<file path="src/rtl/alu_seq.sv">
// Registered ALU with valid/ready handshakes on both sides, a persistent
// flag register {N,Z,F,L,C} and an iterative shift-add multiplier.
//
// Handshake: a request transfers on a rising edge where in_valid && in_ready;
// a result transfers on a rising edge where out_valid && out_ready. Only one
// op is in flight. result/flags hold steady while out_valid && !out_ready.
module alu_seq #(
  parameter int WIDTH = 16,
  parameter int SH_W  = $clog2(WIDTH) + 1
) (
  input  logic             clk,
  input  logic             reset,
  input  logic             in_valid,
  output logic             in_ready,
  input  logic [7:0]       opcode,
  input  logic [WIDTH-1:0] a,
  input  logic [WIDTH-1:0] b,
  output logic             out_valid,
  input  logic             out_ready,
  output logic [WIDTH-1:0] result,
  output logic [4:0]       flags
);

  localparam int CNT_W = $clog2(WIDTH);

  localparam logic [7:0] OP_AND  = 8'h01;
  localparam logic [7:0] OP_OR   = 8'h02;
  localparam logic [7:0] OP_XOR  = 8'h03;
  localparam logic [7:0] OP_ADD  = 8'h05;
  localparam logic [7:0] OP_ADDC = 8'h07;
  localparam logic [7:0] OP_SUB  = 8'h09;
  localparam logic [7:0] OP_CMP  = 8'h0B;
  localparam logic [7:0] OP_MOV  = 8'h0D;
  localparam logic [7:0] OP_MUL  = 8'h0E;
  localparam logic [7:0] OP_LSH  = 8'h84;

  // Bit positions inside the flag register.
  localparam int FC = 0;
  localparam int FL = 1;
  localparam int FF = 2;
  localparam int FZ = 3;
  localparam int FN = 4;

  typedef enum logic {ST_IDLE, ST_MUL} state_t;

  state_t state, state_nxt;

  logic [WIDTH-1:0] mul_a, mul_b, acc, acc_nxt;
  logic [CNT_W-1:0] cnt;

  logic             accept, start_mul, mul_done;
  logic             is_sub;
  logic [WIDTH-1:0] b_neg, b_eff;
  logic [WIDTH:0]   sum;
  logic             ovf;

  logic signed [SH_W:0] amt;
  logic [SH_W:0]        mag;
  logic [WIDTH-1:0]     shifted;

  logic [WIDTH-1:0] op_res;
  logic [4:0]       op_flags;

  assign in_ready  = !reset && (state == ST_IDLE) && (!out_valid || out_ready);
  assign accept    = in_valid && in_ready;
  assign start_mul = accept && (opcode == OP_MUL);
  assign mul_done  = (state == ST_MUL) && (cnt == CNT_W'(WIDTH - 1));

  // Shared adder: SUB adds the two's complement of b; ADDC injects stored C.
  assign is_sub = (opcode == OP_SUB);
  assign b_neg  = ~b + WIDTH'(1);
  assign b_eff  = is_sub ? b_neg : b;
  assign sum    = is_sub ? ({1'b0, a} + {1'b0, ~b} + (WIDTH+1)'(1))
                         : ({1'b0, a} + {1'b0, b} +
                            {{WIDTH{1'b0}}, (opcode == OP_ADDC) && flags[FC]});
  assign ovf    = (a[WIDTH-1] == b_eff[WIDTH-1]) && (sum[WIDTH-1] != a[WIDTH-1]);

  // Signed shift amount: non-negative shifts left, negative shifts right.
  assign amt     = {b[SH_W-1], b[SH_W-1:0]};
  assign mag     = amt[SH_W] ? -amt : amt;
  assign shifted = (int'(mag) >= WIDTH) ? '0 : (amt[SH_W] ? (a >> mag) : (a << mag));

  assign acc_nxt = mul_b[0] ? (acc + mul_a) : acc;

  // State register
  always_ff @(posedge clk or posedge reset) begin
    if (reset) state <= ST_IDLE;
    else       state <= state_nxt;
  end

  // Next-state: MUL occupies the block for WIDTH cycles
  always_comb begin
    state_nxt = state;
    case (state)
      ST_IDLE: if (start_mul) state_nxt = ST_MUL;
      ST_MUL:  if (mul_done)  state_nxt = ST_IDLE;
      default: state_nxt = ST_IDLE;
    endcase
  end

  // Single-cycle op decode: result and updated flag vector
  always_comb begin
    op_res   = '0;
    op_flags = flags;
    case (opcode)
      OP_AND: begin op_res = a & b; op_flags[FZ] = (op_res == '0); end
      OP_OR:  begin op_res = a | b; op_flags[FZ] = (op_res == '0); end
      OP_XOR: begin op_res = a ^ b; op_flags[FZ] = (op_res == '0); end
      OP_ADD, OP_ADDC: begin
        op_res       = sum[WIDTH-1:0];
        op_flags[FC] = sum[WIDTH];
        op_flags[FF] = ovf;
        op_flags[FZ] = (op_res == '0);
        op_flags[FN] = op_res[WIDTH-1];
      end
      OP_SUB: begin
        op_res       = sum[WIDTH-1:0];
        op_flags[FC] = (a < b);
        op_flags[FF] = ovf;
        op_flags[FZ] = (op_res == '0);
        op_flags[FN] = op_res[WIDTH-1];
      end
      OP_CMP: begin
        op_res       = a;
        op_flags[FZ] = (a == b);
        op_flags[FL] = (a < b);
        op_flags[FN] = ($signed(a) < $signed(b));
      end
      OP_MOV: op_res = b;
      OP_LSH: begin op_res = shifted; op_flags[FZ] = (op_res == '0); end
      default: op_res = '0;
    endcase
  end

  // Multiplier: one conditional add and operand shift per MUL cycle
  always_ff @(posedge clk or posedge reset) begin
    if (reset) begin
      mul_a <= '0;
      mul_b <= '0;
      acc   <= '0;
      cnt   <= '0;
    end else if (start_mul) begin
      mul_a <= a;
      mul_b <= b;
      acc   <= '0;
      cnt   <= '0;
    end else if (state == ST_MUL) begin
      acc   <= acc_nxt;
      mul_a <= mul_a << 1;
      mul_b <= mul_b >> 1;
      cnt   <= cnt + CNT_W'(1);
    end
  end

  // Output register: load on completion, drop valid once consumed
  always_ff @(posedge clk or posedge reset) begin
    if (reset) begin
      result    <= '0;
      flags     <= '0;
      out_valid <= 1'b0;
    end else if (mul_done) begin
      result    <= acc_nxt;
      out_valid <= 1'b1;
    end else if (accept && !start_mul) begin
      result    <= op_res;
      flags     <= op_flags;
      out_valid <= 1'b1;
    end else if (out_ready) begin
      out_valid <= 1'b0;
    end
  end

endmodule

</file>
<file path="config.mk">
export PLATFORM = sky130hd
export DESIGN_NAME = alu_seq
export DESIGN_NICKNAME = d
export VERILOG_FILES = /design/src/rtl/alu_seq.sv
export SDC_FILE = /design/constraint.sdc
export NUM_CORES = 1
export LEC_CHECK = 0
export ABC_CLOCK_PERIOD_IN_PS = 3400
export BUFFER_PORTS_ARGS = -buffer_cell sky130_fd_sc_hd__buf_2
export CAP_MARGIN = 5
export CELL_PAD_IN_SITES_DETAIL_PLACEMENT = 0
export CELL_PAD_IN_SITES_GLOBAL_PLACEMENT = 1
export CORE_MARGIN = 2
export CORE_UTILIZATION = 47
export CTS_CLUSTER_SIZE = 30
export DETAILED_ROUTE_END_ITERATION = 6
export HOLD_SLACK_MARGIN = 0.08
export PLACE_DENSITY_LB_ADDON = 0.3
export SETUP_SLACK_MARGIN = 0.2
export SLEW_MARGIN = 30
export SYNTH_ARGS = -nofsm -noshare
export SYNTH_HDL_FRONTEND = slang
export SYNTH_SLANG_ARGS = --single-unit
export TNS_END_PERCENT = 1
</file>
<file path="constraint.sdc">
create_clock -name clk -period 3.4 [get_ports clk]
set_input_delay 0.51 -clock clk [delete_from_list [all_inputs] [get_ports clk]]
set_output_delay 0.51 -clock clk [all_outputs]
set_load 0.05 [all_outputs]
</file>
Word level (Yosys, flattened, before mapping)
Cells that the tools add are included.
- add/subtract/negate cells: 8
- multipliers: 0
- divide/modulo/power cells: 0
- order comparisons: 3
- equality and inequality tests: 14
- shifts and indexed selects: 2
- mux-type cells: 26
- bitwise operators: 6
- reductions and logical operators: 30
- operators with widths (operator ; number):
    16-bit two-way mux ; 12
    16-bit case mux with 7 select lines ; 1
    16-bit logical NOT ; 5
    16-bit by 16-bit adder with 17-bit output ; 2
    8-bit by 4-bit == test with 1-bit output (second input constant) ; 4
    16-bit < comparator ; 2
    17-bit by 1-bit adder with 17-bit output ; 1
    17-bit by 1-bit adder with 17-bit output (second input constant) ; 1
    17-bit two-way mux ; 1
    16-bit by 1-bit adder with 16-bit output (second input constant) ; 1
    16-bit adder ; 1
    16-bit AND ; 1
    16-bit == test ; 1
    8-bit by 2-bit == test with 1-bit output (second input constant) ; 2
    8-bit by 3-bit == test with 1-bit output (second input constant) ; 2
    16-bit NOT ; 1
    16-bit bitwise OR ; 1
    16-bit by 6-bit << shifter with 16-bit output ; 1
    16-bit by 6-bit >> shifter with 16-bit output ; 1
    16-bit XOR ; 1
    3-bit AND reduction ; 5
    8-bit by 1-bit == test with 1-bit output (second input constant) ; 1
    8-bit == test (second input constant) ; 1
    1-bit logical AND ; 8
    19 further kinds ; 32
- register bits: 75
- bits in latches: 0
- bits in writable memories: 0
- bits in read-only memories: 0
- input port bits: 44
- output and inout bits: 23
- memories: 0

Logic depth before layout (Yosys ltp)
Gate-level depths: netlist of run 1.
- word-level depth: 9
- gate-level depth with buffers: 15
- mapped depth without buffers: 15

Worst setup path before layout of run 1
Ideal clock, no wire load.
- path type: register to register
- from: register out_valid
- to: register flags[3]
- arrival time: 3.944 ns
- setup slack: -0.611 ns
- cell stages (with the launch flop): 10
- path buffers: 0
- period minus slack after synthesis: 4.011 ns
- cell sequence: dfrtp_1 > nor2b_1 > nor3_1 > nand3_1 > a21oi_1 > mux2_2 > o2111ai_1 > or4b_1 > nor4b_2 > a41o_1
- cells in the longest elaborated chain, start to end: 8
- RTL lines (what ; RTL line ; text):
    from (decl) ; 18 ; output logic out_valid,
    from (signal assigned) ; 160 ; out_valid <= 1'b0;
    from (signal assigned) ; 163 ; out_valid <= 1'b1;
    from (signal assigned) ; 167 ; out_valid <= 1'b1;
    1-bit logical NOT (*) ; 64 ; assign in_ready = !reset && (state == ST_IDLE) && (!out_valid || out_ready);
    1-bit logical OR (*) ; 64 ;
    1-bit logical AND (*) ; 64 ;
    via in_ready ; 14 ; output logic in_ready,
    1-bit logical AND (*) ; 65 ; assign accept = in_valid && in_ready;
    1-bit logical AND ; 66 ; assign start_mul = accept && (opcode == OP_MUL);
    1-bit logical NOT ; 164 ; end else if (accept && !start_mul) begin
    1-bit logical AND (*) ; 164 ;
    3-bit AND reduction (no line) (*) ; n/a ;
    to (signal assigned) ; 166 ; flags <= op_flags;
    to (decl) ; 21 ; output logic [4:0] flags
Mark *: on every way through the listed nets, which the timed path passes. The rest lies on a longest branch.
A chain may end at the register's enable or synchronous reset.

Final worst setup path of run 1
- from: input opcode[6]
- to: register result[14]
- cells in the longest elaborated chain, start to end: 7
- elaborated cells on any way between the ends: 21
- those cells by class: add/sub (1); eq/ne (10); mux (4); reduce/logical (6)
- RTL lines (what ; RTL line ; text):
    from (decl) ; 15 ; input logic [7:0] opcode,
    8-bit by 3-bit == test with 1-bit output ; 75, 105 ;
    1-bit logical AND ; 75 ; {{WIDTH{1'b0}}, (opcode == OP_ADDC) && flags[FC]});
    17-bit by 1-bit adder with 17-bit output ; 74 ; : ({1'b0, a} + {1'b0, b} +
    17-bit two-way mux ; 73 ; assign sum = is_sub ? ({1'b0, a} + {1'b0, ~b} + (WIDTH+1)'(1))
    16-bit case mux with 7 select lines ; 105 ; case (opcode)
    16-bit two-way mux ; 164 ;
    16-bit two-way mux ; 161 ; end else if (mul_done) begin
    to (signal assigned) ; 162 ; result <= acc_nxt;
    to (signal assigned) ; 165 ; result <= op_res;
    to (decl) ; 20 ; output logic [WIDTH-1:0] result,
Parallel ways exist; a longest one is shown, timed or not. The select of a mux whose other input is x is not followed.

==> impl_results.md, run 1 <==
- Largest area contributor in the netlist: dfrtp_1
- Port Buffers: 66
- Share of layout cells above drive strength 1: 27.1%
- RSZ-0062 raised after global routing: yes
- First-pass GRT wire length: 51.5 mm
- Post-Syn Area: 8450 µm²
- Slowest CP cell: fa_2
- Arrival time worst endpoint: 3.53 ns
- Routed via count: 9252
- Pleak: 4.83 nW
- Reg-to-Reg Start: flags[0]
- Syn_area_per_cell: 8.07 µm²
- CTS clock-pin slew for the worst setup and hold paths: 0.06 ns
- DP Worst Slack: -0.344 ns
- Final WS setup: 0.0611 ns
- Max Root-Sink Buffers: 2
- Synth top area share: 22.2%
- FP Rows: 49
- Sw frac: 38.9%
- DRT Wirelength: 33.2 mm
- Met1 Usage GRT: 47.3%
- Min Clock Period, post-route: 3.34 ns
- Die Wd: 138 µm
- Drt first-iter violations: 1010
- Post-Synthesis Cells: 1048
- EDFF count, synth: 0
- Initial core utilization: 47.5%
- Sw power: 0.00165 W
- Clock sink count: 75
- Core box area: 17800 µm²
- Die Area: 19100 µm²
- Layout net count: 1350
- Vias in the first global route: 8846
- Worst Path Max Fanout: 3
- PwrDens: 400 nW/µm²
- Drt drc: 0
- Setup crit end kind: flip-flop
- Setup Skew: 0.0106 ns
- Worst path cell trace: buf_2, nor4_4, and2_4, nand4_1, fa_2, inv_2, fa_2, a21oi_2, o211ai_1, a41o_1, a211oi_1, o21ai_1, o311a_1, xnor2_1, o211a_1, o211ai_1
- Clock power share: 24.3%
- RR Endpoint: result[14]
- Ant. Diodes: 0
- R2R setup slack: 0.16 ns
- Hold/Removal Path Class: in2async
- Vias per cell: 6.29
- Yosys cell types: 78
- Crit path kind: in2reg
- CTS tree: built
- Tcrit/Tclk final: 98.2%
- Pin count of the biggest net entering global routing: 62
- Final cell count without fillers: 1470
- Flop pwr share: 26.9%
- Antenna-violating nets left: 0
- Max-Cap Viols: 0
- Detailed Place HPWL: 26.0 mm
- Average wire per standard cell: 22.6 µm
- Met2 GRT Util: 53.4%
- Combinational share of power: 48.8%
- Critical Path RT: 3.59 ns
- Total gr overflow: 0
- Root Buffer: clkbuf_16
- FF-to-FF path depth: 13
- IO Count: 67
- Commonest cells in the netlist: nand2_1 (138), dfrtp_1 (75), nor2_1 (73), a21oi_1 (72), ha_1 (66)
- Yosys warning total: 0
- CTS Hold Bufs: 0
- Main synth FF type: dfrtp_1
- Worst Max-Slew Pin Slew: 0.768 ns
- Slew headroom: 48.4%
- Grt met3 use: 4.81%
- Clk_lat worst skew: 0.34 ns
- Slew Viols, Final: 0
- Internal power: 0.00259 W
- Seq cells post-synth: 75
- Inserted Clock Buffers: 9
- RePlAce Congestion: 1.02
- Layout area overhead: 25.4%
- Final setup viols: 0
- Async SR Flop Fraction: 100%
- GRT Max-Usage Layer: met2
- Final Hold Vio Count: 0
- Synth area leaders: dfrtp_1 (22%), ha_1 (9.8%), mux2i_1 (6.2%)
- Sequential-to-total area share from yosys stat: 22.2%
- Status: finished clean
- Die height: 138 µm
- CTS H-tree lvls: 3
- GR Util All Layers: 34.2%
- Pre-antenna DRT Iters: 7
- Mapped Nets: 1162
- Slowest stage delay, CP: 0.40 ns
- Inst Count DP: 1452
- Most common cell in the netlist: nand2_1
- Max Fclk: 0.300 GHz
- Critical path launch point type: primary input
- Max IR drop VDD: 0.000455 V
- Initial antenna violation count: 1
## worst max path at each step
| stage | start | to | slack, ns | cells after the start |
|---|---|---|---|---|
| floorplan | opcode[6] | flags[3] | 0.08 | 14 |
| global placement | opcode[6] | result[14] | -0.26 | 16 |
| detailed placement | opcode[6] | flags[3] | -0.34 | 14 |
| CTS | opcode[5] | flags[3] | 0.12 | 15 |
| global route | opcode[6] | flags[3] | -0.04 | 14 |
| finish | opcode[6] | result[14] | 0.06 | 16 |
## power by group through the flow
stage               clock network [W]  registers (W)  logic (W)
floorplan                           0        0.00118    0.00130
global placement                    0        0.00115    0.00199
detailed placement                  0        0.00115    0.00201
CTS                           0.00105        0.00114    0.00204
global route                  0.00108        0.00116    0.00225
finish                        0.00103        0.00114    0.00207
## cells in the final DEF (no fill, tap or decap), types with 7 or more instances in the layout
| master | netlist | final |
|---|---|---|
| nand3_1 | 27 | 27 |
| a211oi_1 | 7 | 7 |
| dfrtp_1 | 75 | 74 |
| mux2i_1 | 52 | 52 |
| o22ai_1 | 12 | 12 |
| clkbuf_16 | 0 | 9 |
| mux4_2 | 17 | 17 |
| nor4_1 | 8 | 7 |
| o211ai_1 | 11 | 11 |
| a31oi_1 | 10 | 10 |
| a21o_1 | 8 | 8 |
| xnor2_1 | 26 | 24 |
| inv_1 | 58 | 56 |
| a222oi_1 | 14 | 14 |
| buf_2 | 9 | 66 |
| nand2b_1 | 14 | 14 |
| nor2_1 | 73 | 72 |
| and3_1 | 8 | 8 |
| xor2_1 | 7 | 7 |
| nand2_1 | 138 | 138 |
| nand4_1 | 11 | 11 |
| o221ai_1 | 13 | 13 |
| o21ai_0 | 58 | 56 |
| a21oi_1 | 72 | 70 |
| nor3_1 | 19 | 18 |
| a22oi_1 | 24 | 24 |
| ha_1 | 66 | 66 |
| mux2_2 | 19 | 19 |
| nor2b_1 | 10 | 9 |
| buf_4 | 0 | 178 |
## final cells by class
type                    instances  area (µm²)
fillers                      1709        7180
well taps                     229         287
inverters                      60         230
multi-input cells             844        6170
clock buffers                  11         243
repair buffers                246        1710
flip-flops and latches         75        1880
clock inverters                 5        77.6
## critical path: cells and delay by family
kind	cells	cell delay, ns
AOI/OAI and AO/OA	8	1.28
and+or+nand+nor	3	0.74
adders and majority gates	2	0.60
buffers and inverters	2	0.19
xor gates and xnor gates	1	0.18
## metrics by stage
stage | instance area, µm² | total power [W] | utilization, % | hold slack [ns] | TNS (ns)
floorplan | 8530 | 0.00248 | - | 0.447 | 0
global placement | 10200 | 0.00313 | 57.5 | 0.459 | -1.36
detailed placement | 10200 | 0.00316 | 57.5 | 0.466 | -2.43
CTS | 10600 | 0.00422 | 59.4 | 0.272 | 0
global route | 10600 | 0.00449 | 59.6 | 0.305 | -0.0743
finish | 10600 | 0.00424 | 59.6 | 0.252 | 0
## metal layers
layer | wire length (µm) | vias up | share of wire [%]
met5 | 9 | - | 0.027
met4 | 1620 | 2 | 4.9
met3 | 2590 | 100 | 7.8
met2 | 14700 | 509 | 44
met1 | 14200 | 4364 | 43
li1 | - | 4277 | -
## timing repair
action	in CTS	in global routing
resized for setup	2	7
pin swaps	2	9
endpoints found under the setup margin	9	11
buffers inserted	1	1
## cells by family (layout without fill, tap and decap cells)
kind of cell	Yosys count	in the layout	share of synthesized area, %
DFF	75	75	22.2
AOI/OAI and AO/OA	305	305	24.6
and+or+nand+nor	347	347	19.6
muxes	88	88	13.2
adders and majority gates	70	70	10.7
buffers and inverters	129	322	6.04
xor gates and xnor gates	34	34	3.61
## flip-flops by register name, indices dropped and copies added (netlist names)
signal,flops
acc,16
mul_a,16
mul_b,16
result,16
flags,5
cnt,4
out_valid,1
state,1
No activity file was read; power rests on OpenSTA's default activity.
==> run 2, diff against run 1 <==
--- a/config.mk
+++ b/config.mk
@@ -5,13 +5,13 @@
 export SDC_FILE = /design/constraint.sdc
 export NUM_CORES = 1
 export LEC_CHECK = 0
-export ABC_CLOCK_PERIOD_IN_PS = 3400
+export ABC_CLOCK_PERIOD_IN_PS = 2970
 export BUFFER_PORTS_ARGS = -buffer_cell sky130_fd_sc_hd__buf_2
 export CAP_MARGIN = 5
 export CELL_PAD_IN_SITES_DETAIL_PLACEMENT = 0
 export CELL_PAD_IN_SITES_GLOBAL_PLACEMENT = 1
 export CORE_MARGIN = 2
-export CORE_UTILIZATION = 47
+export CORE_UTILIZATION = 42
 export CTS_CLUSTER_SIZE = 30
 export DETAILED_ROUTE_END_ITERATION = 6
 export HOLD_SLACK_MARGIN = 0.08
==> constraint.sdc (replaced) <==
create_clock -name clk -period 2.97 [get_ports clk]
set_input_delay 0.4455 -clock clk [delete_from_list [all_inputs] [get_ports clk]]
set_output_delay 0.4455 -clock clk [all_outputs]
set_load 0.05 [all_outputs]
==> run 2 against run 1 <==
Compared with the run above:
- the flow now finishes with violations (negative setup slack)
- clock skew decreased by 0.0038 ns
- wire length up 4.5%
- clock-buffer cell count decreased by 1
- non-clock buffer count rose by 76
- cell count rose by 7.6%
- die area up 12%
- critical endpoint is now flags[3]
- critical path depth decreased by 1
- register-to-register slack got worse by 0.29 ns
- hold slack got worse by 0.074 ns
- cell area is 6.3% higher
- combinational power is 21% higher
- core utilization decreased by 2.1 points
==> impl_results.md, run 2 (synthesis results as in run 1) <==
- Initial core utilization: 43.2% (-4.4 points)
- Flop pwr share: 25.6% (-1.3 points)
- Average wire per standard cell: 21.9 µm (-2.9%)
- Total gr overflow: 0 (unchanged)
- Inst Count DP: 1559 (+7.4%)
- # fillers: 1864 (+9.1%)
- Violated checks: negative setup slack
- Root Buffer: clkbuf_16
- Pleak: 5.22 nW (+8.2%)
- Max IR drop VDD: 0.000247 V (-46%)
- Layout Utilization: 57.5% (-2.1 points)
- Pin count of the biggest net entering global routing: 62 (unchanged)
- Critical path launch point type: primary input
- Commonest non-fill, non-tap cell in the layout: buf_4
- Final WS setup: -0.214 ns (-0.275 ns)
- DRT Wirelength: 34.6 mm (+4.5%)
- Clk_lat worst skew: 0.34 ns (about the same)
- Drt drc: 0 (unchanged)
- GR Util All Layers: 32.0% (-2.2 points)
- Status: finished, violations left
- Hold/Removal Path Class: in2async
- RSZ-0062 raised after global routing: yes
- Crit path kind: in2reg
- Worst Path Max Fanout: 3 (unchanged)
- Max Fclk: 0.314 GHz
- Port Buffers: 66 (unchanged)
- CTS H-tree lvls: 3 (unchanged)
- Die height: 146 µm (+5.6%)
- Slew headroom: 47.8% (-0.66 points)
- Clock power share: 25.4% (+1.1 points)
- CTS tree: built
- Final cell count without fillers: 1582 (+7.6%)
- Antenna-violating nets left: 0 (unchanged)
- Pre-antenna DRT Iters: 6 (-1)
- Vias per cell: 6.02 (-4.4%)
- Tcrit/Tclk final: 107%
- Critical Path RT: 3.25 ns (-0.34 ns)
- Initial antenna violation count: 0 (-1)
- FP Rows: 51 (+4.1%)
- Core box area: 19600 µm² (+10%)
- RePlAce Congestion: 0.970 (-5.2%)
- Arrival time worst endpoint: 3.46 ns (-0.07 ns)
- CTS clock-pin slew for the worst setup and hold paths: 0.06 ns (about the same)
- Share of layout cells above drive strength 1: 32.0% (+5.0 points)
- Final setup viols: 11 (+11)
- Detailed Place HPWL: 27.2 mm (+4.7%)
- Max-Cap Viols: 0 (unchanged)
- Sw frac: 38.2% (-0.68 points)
- Setup crit end kind: flip-flop
- Min Clock Period, post-route: 3.18 ns
- Vias in the first global route: 9181 (+3.8%)
- Final Hold Vio Count: 0 (unchanged)
- Sw power: 0.00195 W (+18%)
- Max Root-Sink Buffers: 2 (unchanged)
- Ant. Diodes: 0 (unchanged)
- Total Neg Setup Slack: -1.62 ns (-1.62 ns)
- First-pass GRT wire length: 53.3 mm (+3.6%)
- Routed via count: 9520 (+2.9%)
- PwrDens: 454 nW/µm² (+13%)
- Layout net count: 1426 (+5.6%)
- Layout area overhead: 33.3%
- Most frequent cells in the layout: buf_4 (254), nand2_1 (138), dfrtp_1 (74)
- Internal power: 0.00316 W (+22%)
- Worst Max-Slew Pin Slew: 0.783 ns (+0.0151 ns)
- Die Area: 21300 µm² (+12%)
- Inserted Clock Buffers: 9 (unchanged)
- Drt first-iter violations: 1040 (+3.0%)
- Clock sink count: 75 (unchanged)
- Setup Skew: 0.00679 ns (-0.00379 ns)
- Die Wd: 146 µm (+5.6%)
- IO Count: 67 (unchanged)
- Design Power: 0.00511 W (+21%)
- Combinational share of power: 49.0% (+0.2 points)
- Slew Viols, Final: 0 (unchanged)
==> run 2: per-layer routing <==
metal	track usage (%)	vias up	wire length, µm
li1	-	4430	-
met1	42.9	4534	14500
met2	51.6	462	15800
met3	4.20	94	2680
met4	14.6	0	1670
met5	0	-	0
==> run 2: power groups by stage <==
stage / Sequential, W / Clock, W / Combinational, W
2_1_floorplan: 0.00135 / 0 / 0.00149
3_5_place_dp: 0.00132 / 0 / 0.00242
4_1_cts: 0.00131 / 0.00132 / 0.00245
5_1_grt: 0.00133 / 0.00135 / 0.00272
3_3_place_gp: 0.00132 / 0 / 0.00239
6_report: 0.00131 / 0.00130 / 0.00250
==> run 2: worst max-delay path, stage by stage <==
cell and delay [ns]:
buf_2 0.12, nor4_4 0.31, and2_4 0.20, nand4_1 0.16
fa_2 0.41, inv_2 0.07, fa_2 0.20, a21oi_2 0.07
o211ai_1 0.25, nand3_2 0.10, o31ai_2 0.08, xor2_1 0.11
or4b_1 0.54, nor4b_2 0.22, a41o_1 0.17
==> run 2: cell type report <==
| class | instances | area, µm² | area share (%) |
|---|---|---|---|
| well taps | 265 | 332 | 2.94 |
| clock buffers | 10 | 239 | 2.12 |
| multi-input cells | 844 | 6210 | 55.1 |
| inverters | 60 | 230 | 2.04 |
| repair buffers | 322 | 2270 | 20.1 |
| flip-flops and latches | 75 | 1880 | 16.7 |
| clock inverters | 6 | 113 | 0.999 |
==> run 2: timing repair <==
item	CTS	global route
hold buffers	0	0
buffers inserted	1	6
setup endpoints to repair	22	25
resized for setup	19	1
pin swaps	12	8
==> run 2: stage by stage <==
| stage | hold WS (ns) | area, µm² | setup WS (ns) |
|---|---|---|---|
| after global placement | 0.460 | 10800 | -0.621 |
| after detailed placement | 0.468 | 10800 | -0.769 |
| final | 0.178 | 11300 | -0.214 |
| after floorplan | 0.447 | 8530 | -0.290 |
| after CTS | 0.196 | 11200 | -0.247 |
| after global routing | 0.224 | 11300 | -0.449 |
==> run 2: path summary, 6_finish.rpt <==
| kind | from | to | slack (ns) | cells after the start |
|---|---|---|---|---|
| hold reg to reg | mul_b[6] | mul_b[6] | 0.48 | 2 |
| min in group clk | b[14] | mul_b[14] | 0.45 | 3 |
| max in group asynchronous | reset | mul_b[3] | 2.14 | 3 |
| setup reg to reg | flags[0] | result[14] | -0.13 | 13 |
| setup / recovery | opcode[6] | flags[3] | -0.21 | 15 |
| hold / removal | reset | mul_b[11] | 0.18 | 2 |
==> run 3, diff against run 2 <==
--- a/config.mk
+++ b/config.mk
@@ -15,7 +15,7 @@
 export CTS_CLUSTER_SIZE = 30
 export DETAILED_ROUTE_END_ITERATION = 6
 export HOLD_SLACK_MARGIN = 0.08
-export PLACE_DENSITY_LB_ADDON = 0.3
+export PLACE_DENSITY_LB_ADDON = 0.08
 export SETUP_SLACK_MARGIN = 0.2
 export SLEW_MARGIN = 30
 export SYNTH_ARGS = -nofsm -noshare
==> run 3 against run 2 <==
Compared with the run above:
- cell count increased by 1.1%
- non-clock buffer count is 17 higher
- cell area up 2.2%
- the run still ends with negative setup slack left
- highest routed layer unchanged
- first-iteration DRC count is 33% lower
- fmax shrank 0.67%
- clock-buffer cell count shrank 1
- global-route usage grew 1.1 points
==> impl_results.md, run 3 (synthesis results as in run 1) <==
- Status: finished, violations left
- Violated checks: negative setup slack
- Slew headroom: 39.0% (-8.8 points)
- IO Count: 67 (unchanged)
- Levels on crit path: 15 (unchanged)
- Ant. Diodes: 0 (unchanged)
- Critical Path RT: 3.21 ns (-0.04 ns)
- Hold/Removal Path Class: in2async
- Area of the multi-input gates: 6260 µm² (+0.91%)
- Average wire per standard cell: 22.1 µm (+0.84%)
- Buf+Inv Stages, Crit Path: 2 (unchanged)
- Final Hold Vio Count: 0 (unchanged)
- FF-to-FF path depth: 13 (unchanged)
- Max-Cap Viols: 0 (unchanged)
- Port Buffers: 66 (unchanged)
- Reg-to-Reg Start: flags[0]
- CTS clock-pin slew for the worst setup and hold paths: 0.07 ns (about the same)
- Arrival time worst endpoint: 3.44 ns (-0.02 ns)
- Vias in the first global route: 9119 (-0.68%)
- Final Cell Area: 11500 µm² (+2.2%)
- Most frequent cells in the layout: buf_4 (264), nand2_1 (138), dfrtp_1 (74)
- Inst Count DP: 1579 (+1.3%)
- DP Area: 11000 µm² (+2.2%)
- FP Rows: 51 (unchanged)
- Pre-antenna DRT Iters: 7 (+1)
- Min Clock Period, post-route: 3.21 ns (+0.0215 ns)
- Layout net count: 1443 (+1.2%)
- Share of layout cells above drive strength 1: 33.5% (+1.5 points)
- GRT Max-Usage Layer: met2
- PwrDens: 437 nW/µm² (-3.7%)
- First-pass GRT wire length: 54.6 mm (+2.3%)
- RSZ-0062 raised after global routing: yes
- RePlAce Congestion: 0.994 (+2.5%)
- GR Util All Layers: 33.2% (+1.1 points)
- Antenna-violating nets left: 0 (unchanged)
- Detailed Place HPWL: 28.1 mm (+3.2%)
- CTS H-tree lvls: 3 (unchanged)
- CTS tree: built
- Final WS setup: -0.235 ns (-0.0215 ns)
- Max Root-Sink Buffers: 2 (unchanged)
- Initial core utilization: 43.2% (unchanged)
- RR Endpoint: result[14]
- Worst Path Max Fanout: 2 (-1)
- Clk_lat worst skew: 0.34 ns (about the same)
- Worst Max-Slew Pin Slew: 0.903 ns (+0.120 ns)
- Grt met3 use: 4.26% (+0.063 points)
- Slew Viols, Final: 0 (unchanged)
- Tcrit/Tclk final: 108% (+0.72 points)
- Max Fclk: 0.312 GHz (-0.67%)
- Final cell count without fillers: 1599 (+1.1%)
- Commonest non-fill, non-tap cell in the layout: buf_4
- Crit path kind: in2reg
- Delay-heaviest family, CP: simple AND/OR/NAND/NOR gates
- Layout area overhead: 36.2%
- Pleak: 5.35 nW (+2.5%)
- Die height: 146 µm (unchanged)
- Critical path launch point type: primary input
- # fillers: 1885 (+1.1%)
- Met1 Usage GRT: 44.6% (+1.7 points)
- DP Worst Slack: -0.954 ns (-0.184 ns)
- Slowest CP cell: fa_2
- CTS Hold Bufs: 0 (unchanged)
- Core box area: 19600 µm² (unchanged)
- DRT Wirelength: 35.3 mm (+1.9%)
- Setup Skew: 0.0101 ns (+0.00329 ns)
- Max IR drop VDD: 0.000254 V (+3.0%)
- Design Power: 0.00503 W (-1.6%)
- Hold_ws: 0.0837 ns (-0.0943 ns)
- Worst path cell trace: buf_2, nor4_4, and2_4, nand4_1, fa_2, nand2b_1, a21oi_2, buf_4, a2111oi_0, nor3_1, a21oi_1, xor2_1, o221a_2, o22ai_1, a31o_2
- Met2 GRT Util: 53.7% (+2.1 points)
- Area of all sequential standard cells: 1880 µm² (unchanged)
- Clock sink count: 75 (unchanged)
- Setup crit end kind: flip-flop
- Die Area: 21300 µm² (unchanged)
- Die Wd: 146 µm (unchanged)
- Total gr overflow: 0 (unchanged)
- Drt first-iter violations: 692 (-33%)
- Root Buffer: clkbuf_16
- Initial antenna violation count: 0 (unchanged)
- Inserted Clock Buffers: 9 (unchanged)
- Vias per cell: 5.95 (-1.2%)
- Final setup viols: 10 (-1)
- R2R setup slack: -0.19 ns (-0.06 ns)
- Drt drc: 0 (unchanged)
- Pin count of the biggest net entering global routing: 62 (unchanged)
- Slowest stage delay, CP: 0.40 ns (-0.14 ns)
- Routed via count: 9509 (-0.12%)
[run 3: cell types whose count changed in the layout (fill, tap and decap cells not counted), sizes merged]
cell,previous run,this run
clkbuf,10,9
clkinv,5,7
bufinv,3,2
buf,322,339
[run 3: metal layers]
metal | vias up | part of all wire, %
met5 | - | 0
met1 | 4571 | 43
li1 | 4472 | -
met3 | 68 | 6.4
met4 | 0 | 4.5
met2 | 398 | 46
[run 3: power by group]
| group | leakage (nW) | switching, W | internal (W) | total (W) |
|---|---|---|---|---|
| registers | 0.941 | 0.000140 | 0.00117 | 0.00130 |
| logic | 4.25 | 0.00135 | 0.00117 | 0.00252 |
| clock network | 0.159 | 0.000469 | 0.000735 | 0.00120 |
| total | 5.35 | 0.00196 | 0.00307 | 0.00503 |
[run 3: how the worst max path moves through the flow]
stage | start | end | slack, ns
final | opcode[5] | result[11] | -0.24
after detailed placement | b[1] | result[1] | -0.95
after CTS | opcode[5] | flags[3] | -0.20
after global placement | b[1] | result[1] | -0.89
after floorplan | opcode[6] | flags[3] | -0.29
after global routing | opcode[5] | flags[3] | -0.44
[run 3: timing repair]
action                                  4_1_cts  5_1_grt
buffers inserted                              4        0
endpoints found under the setup margin       22       25
gates resized for setup                      24        7
pin swaps                                    16        6
[run 3: stage by stage]
stage | TNS [ns] | utilization (%)
after global placement | -9.40 | 56.3
after CTS | -0.977 | 58.7
after global routing | -3.37 | 58.8
after detailed placement | -10.16 | 56.3
final | -1.46 | 58.8
after floorplan | -1.70 | -
[run 3: worst reg2reg max path: stages (launching register included)]
cell      delay (ns)
dfrtp_1         0.42
nand4_1         0.16
fa_2            0.25
inv_2           0.04
fa_2            0.36
a21oi_2         0.21
o211ai_1        0.15
a41o_1          0.25
a211oi_1        0.29
o21ai_1         0.11
o311a_1         0.31
xnor2_1         0.14
o211a_1         0.23
o211ai_1        0.15
[run 3: cell type report]
type / count / area share, %
flip-flops and latches: 75 / 16.3
clock inverters: 7 / 0.804
well taps: 265 / 2.88
clock buffers: 9 / 1.96
repair buffers: 339 / 21.6
multi-input cells: 844 / 54.4
inverters: 60 / 2.00
